--- config.mk ---
export PLATFORM = sky130hd
export DESIGN_NAME = pipe_stage_reg
export DESIGN_NICKNAME = d
export VERILOG_FILES = /design/src/rtl/pipe_stage_reg.sv
export SDC_FILE = /design/constraint.sdc
export NUM_CORES = 1
export LEC_CHECK = 0
export ABC_AREA = 0
export ABC_CLOCK_PERIOD_IN_PS = 2000
export BUFFER_PORTS_ARGS = -buffer_cell sky130_fd_sc_hd__buf_4
export CORE_AREA = 3 3 250 252
export CTS_CLUSTER_SIZE = 8
export DETAILED_ROUTE_END_ITERATION = 10
export DIE_AREA = 0 0 253 255
export PLACE_DENSITY_LB_ADDON = 0.15
export SLEW_MARGIN = 25
export SYNTH_ARGS = -nofsm -noshare
export SYNTH_HDL_FRONTEND = slang
export SYNTH_SLANG_ARGS = --single-unit
--- constraint.sdc ---
create_clock -name clk -period 2 [get_ports clk]
set_input_delay 0.2 -clock clk [delete_from_list [all_inputs] [get_ports clk]]
set_output_delay 0.2 -clock clk [all_outputs]
set_load 0.1 [all_outputs]
--- src/rtl/pipe_stage_reg.sv ---
// Generic pipeline boundary register: hold, bubble, negedge shadow copy,
// forwarding-hit detection and saturating stall/flush event counters.
module pipe_stage_reg #(
  parameter int DATA_W   = 64,
  parameter int NDATA    = 3,
  parameter int CTRL_W   = 4,
  parameter int RADDR_W  = 5,
  parameter int ZERO_REG = 31,
  parameter int SHADOW   = 1,
  parameter int CNT_W    = 16
) (
  input  logic                      clk,
  input  logic                      reset,
  input  logic                      stall,
  input  logic                      flush,
  input  logic                      valid_in,
  input  logic [CTRL_W-1:0]         ctrl_in,
  input  logic                      regwrite_in,
  input  logic [RADDR_W-1:0]        rd_in,
  input  logic [NDATA*DATA_W-1:0]   data_in,
  output logic                      valid_out,
  output logic [CTRL_W-1:0]         ctrl_out,
  output logic                      regwrite_out,
  output logic [RADDR_W-1:0]        rd_out,
  output logic [NDATA*DATA_W-1:0]   data_out,
  output logic                      valid_sh,
  output logic                      regwrite_sh,
  output logic [RADDR_W-1:0]        rd_sh,
  output logic [NDATA*DATA_W-1:0]   data_sh,
  input  logic [RADDR_W-1:0]        rs_a,
  input  logic [RADDR_W-1:0]        rs_b,
  output logic                      hit_a,
  output logic                      hit_b,
  output logic [CNT_W-1:0]          stall_cnt,
  output logic [CNT_W-1:0]          flush_cnt
);

  localparam int DW = NDATA * DATA_W;
  localparam logic [RADDR_W-1:0] ZR = RADDR_W'(ZERO_REG);
  localparam logic [CNT_W-1:0] CMAX = '1;

  typedef struct packed {
    logic               valid;
    logic [CTRL_W-1:0]  ctrl;
    logic               regwrite;
    logic [RADDR_W-1:0] rd;
    logic [DW-1:0]      data;
  } st_t;

  // Shadow carries no control vector: the register file never needs it.
  typedef struct packed {
    logic               valid;
    logic               regwrite;
    logic [RADDR_W-1:0] rd;
    logic [DW-1:0]      data;
  } sh_t;

  st_t cur;
  st_t nxt;
  st_t in_bus;
  sh_t sh;
  sh_t nxt_sh;
  sh_t cur_sh;

  assign in_bus = {valid_in, ctrl_in, regwrite_in, rd_in, data_in};

  always_comb begin
    nxt = cur;
    if (flush)
      nxt = '0;
    else if (!stall)
      nxt = in_bus;
  end

  always_ff @(posedge clk or negedge reset) begin
    if (!reset)
      cur <= '0;
    else
      cur <= nxt;
  end

  assign nxt_sh = {nxt.valid, nxt.regwrite, nxt.rd, nxt.data};
  assign cur_sh = {cur.valid, cur.regwrite, cur.rd, cur.data};

  generate
    if (SHADOW != 0) begin : g_shadow
      always_ff @(negedge clk or negedge reset) begin
        if (!reset)
          sh <= '0;
        else
          sh <= nxt_sh;
      end
    end else begin : g_noshadow
      assign sh = cur_sh;
    end
  endgenerate

  always_ff @(posedge clk or negedge reset) begin
    if (!reset) begin
      stall_cnt <= '0;
      flush_cnt <= '0;
    end else begin
      if (flush && flush_cnt != CMAX)
        flush_cnt <= flush_cnt + 1'b1;
      if (stall && !flush && stall_cnt != CMAX)
        stall_cnt <= stall_cnt + 1'b1;
    end
  end

  assign valid_out    = cur.valid;
  assign ctrl_out     = cur.ctrl;
  assign regwrite_out = cur.regwrite;
  assign rd_out       = cur.rd;
  assign data_out     = cur.data;

  assign valid_sh    = sh.valid;
  assign regwrite_sh = sh.regwrite;
  assign rd_sh       = sh.rd;
  assign data_sh     = sh.data;

  assign hit_a = cur.valid & cur.regwrite
               & (cur.rd == rs_a) & (cur.rd != ZR);
  assign hit_b = cur.valid & cur.regwrite
               & (cur.rd == rs_b) & (cur.rd != ZR);

endmodule

==> reports/metrics.csv <==
metric,value,unit
worst path buffer plus inverter count,1,
leak pwr,13.7,nW
max-cap violations,0,
Seq cells post-synth,434,
"Top FF cell, synth",dfrtp_1,
initial core utilization,24.5,%
P&R area growth vs syn,95.3,%
"most common cell after layout, fill and taps aside",buf_4,
cell family with most CP delay,flip-flops,
H-tree depth,2,
die height,255,µm
"Reg clk slew, reported paths",50,ps
# fillers,5357,
"commonest non-fill, non-tap cells in the layout","553 x buf_4, 223 x buf_12, 208 x dfrtp_4",
CP required,1800,ps
die width,253,µm
Synth Cell Area,14800,µm²
RSZ-0062 raised after global routing,true,
Syn. warnings,0,
CTS tree,done,
Final Wtd Congestion,0.827,
Final Setup Violations,202,
GRT overflow,0,
HPWL after DPL,42800,µm
Sink Count,434,
Cell variety after synth,40,
pre-CTS WS,-269,ps
cell row count,90,
"EDFF count, synth",0,
failing checks,setup timing,
vias,11908,
Synthesized Nets,1239,
HP Class,primary input to register,
DR vias/cell,4.19,
class of the most critical setup path,register to output port,
cells after synthesis,1020,
sequential area share after synthesis,73.4,%
nets,2233,
maximum root-to-sink buffer count,3,
DRC violations left,0,
largest net degree at the start of global routing,51,
die area,64500,µm²
IO buf count,652,
worst-case headroom to the max-slew limit,67.0,%
CTS buffer count,60,
crit-path cells,buf_12,
Pwr Total,28.0,mW
"IR drop worst, VDD",669,µV
vias in the first global route,13295,
Critical Path AT,2250,ps
met1 GRT Util,18.3,%
Post-synth ARST share,100,%
met3 usage,6.94,%
fraction of layout instances using a drive strength above 1,53.5,%
status,"finished, violations left",
GRT Overall Usage,17.1,%
CP max stage cell,dfrtn_1,
Syn Area/Cell,14.5,µm²
pwr dens,968,nW/µm²
multi-input logic area,3780,µm²
WL/cell,20.1,µm
"antenna viol nets, final",0,
CP Capture Type,output port,
antenna violations before repair,2,
I/O pin cnt,653,
1st-pass router iterations,4,
register area,11700,µm²
Clock Tree Root,clkbuf_16,
crit path max fanout,1,
Tightest Pin Transition,491,ps
clock latency on the worst-skew pair,600,ps
core area,60400,µm²
routed wire length,57100,µm
max incr delay on CP,480,ps
met2 Usage GRT,30.4,%
busiest layer in global routing,met2,
Detailed Route Iter0 Violations,417,
startpoint types,register,
Hold Fails Final Rpt,0,
skew final,27.1,ps
Pins Over Slew Limit,0,
global-route wire length before repair,83800,µm
post-route setup slack,-453,ps
[synth_stat cells (3+ instances only)]
master / number / area (µm²)
dfrtp_1: 235 / 5880
nor2_1: 205 / 769
mux2i_1: 203 / 2030
dfrtn_1: 199 / 4980
clkbuf_1: 25 / 93.8
buf_2: 21 / 105
xnor2_1: 19 / 166
nand4_1: 13 / 81.3
nand2_1: 11 / 41.3
xor2_1: 11 / 96.3
nand3_1: 9 / 45.0
a21oi_1: 7 / 35.0
and3_1: 7 / 43.8
a31oi_1: 6 / 37.5
nor3_1: 5 / 25.0
nor4_1: 4 / 25.0
o21ai_0: 4 / 20.0
and2_1: 3 / 18.8
buf_1: 3 / 11.3
or3_1: 3 / 18.8
[where the power goes]
| part | switching [mW] | total (mW) | internal [mW] |
|---|---|---|---|
| Clock | 3.72 | 9.45 | 5.73 |
| Combinational | 5.81 | 8.31 | 2.50 |
| Sequential | 0.581 | 10.2 | 9.62 |
[worst paths after layout]
kind                            slack [ps]     startpoint             to  cells past startpoint
worst max-delay path                  -450    data_sh[80]    data_sh[80]                      1
worst min-delay path                    40    data_in[96]   data_out[96]                      4
worst max register to register         -70      rd_out[3]       rd_sh[3]                      4
worst min register to register         500  stall_cnt[15]  stall_cnt[15]                      1
max in group asynchronous              380          reset    data_sh[11]                      4
min in group asynchronous              150          reset   data_out[28]                      3
[kinds of logic after synthesis]
| kind of cell | synth area share [%] |
|---|---|
| AOI/OAI and AO/OA | 1.14 |
| xor gates and xnor gates | 1.78 |
| adders and majority gates | 0.169 |
| buffers and inverters | 1.71 |
| DFF | 73.4 |
| muxes | 14.0 |
| and+or+nand+nor | 7.81 |
[through the flow]
| stage | TNS [ps] | cells | utilization [%] | hold WS (ps) | cell area, µm² |
|---|---|---|---|---|---|
| finish | -79100 | 2843 | 47.9 | 39.5 | 28900 |
| global route | -88790 | 2843 | 47.9 | 20.5 | 28900 |
| CTS | -87560 | 2840 | 47.8 | 1.82 | 28800 |
| detailed placement | -36550 | 2533 | 37.4 | 169 | 22600 |
| global placement | -34410 | 2533 | 37.4 | 167 | 22600 |
| floorplan | -32280 | 1020 | - | -95.6 | 15900 |
[final cells by class]
class	count	share of cell area (%)
well taps	782	3.39
multi-input cells	532	13.1
flip-flops and latches	434	40.4
repair buffers	984	37.1
clock buffers	105	5.96
inverters	2	0.0260
clock inverters	2	0.0736
diodes	2	0.0173
[tightest hold or removal path, delay by kind of cell]
family,cells,cell delay [ps]
buffers and inverters,2,210
multiplexers,1,60
AND/OR/NAND/NOR,1,130
[flip-flops by register name, summed over array words and instances, names as in the netlist]
register,flops
data_out,192
data_sh,192
flush_cnt,16
stall_cnt,16
rd_out,5
rd_sh,5
ctrl_out,4
regwrite_out,1
regwrite_sh,1
valid_out,1
valid_sh,1
[repair_timing]
item,4_1_cts,5_1_grt
buffers inserted,2,1
hold buffers,200,0
pin swaps,4,4
setup endpoints to repair,201,203
hold endpoints to repair,434,0
gates resized for setup,602,7
[routing by layer]
layer / vias to the layer above / part of all wire [%]
li1: 5419 / -
met1: 5916 / 35
met2: 448 / 51
met3: 125 / 9.5
met4: 0 / 3.9
met5: - / 0
Note: power is estimated with default switching activity, not from simulation.
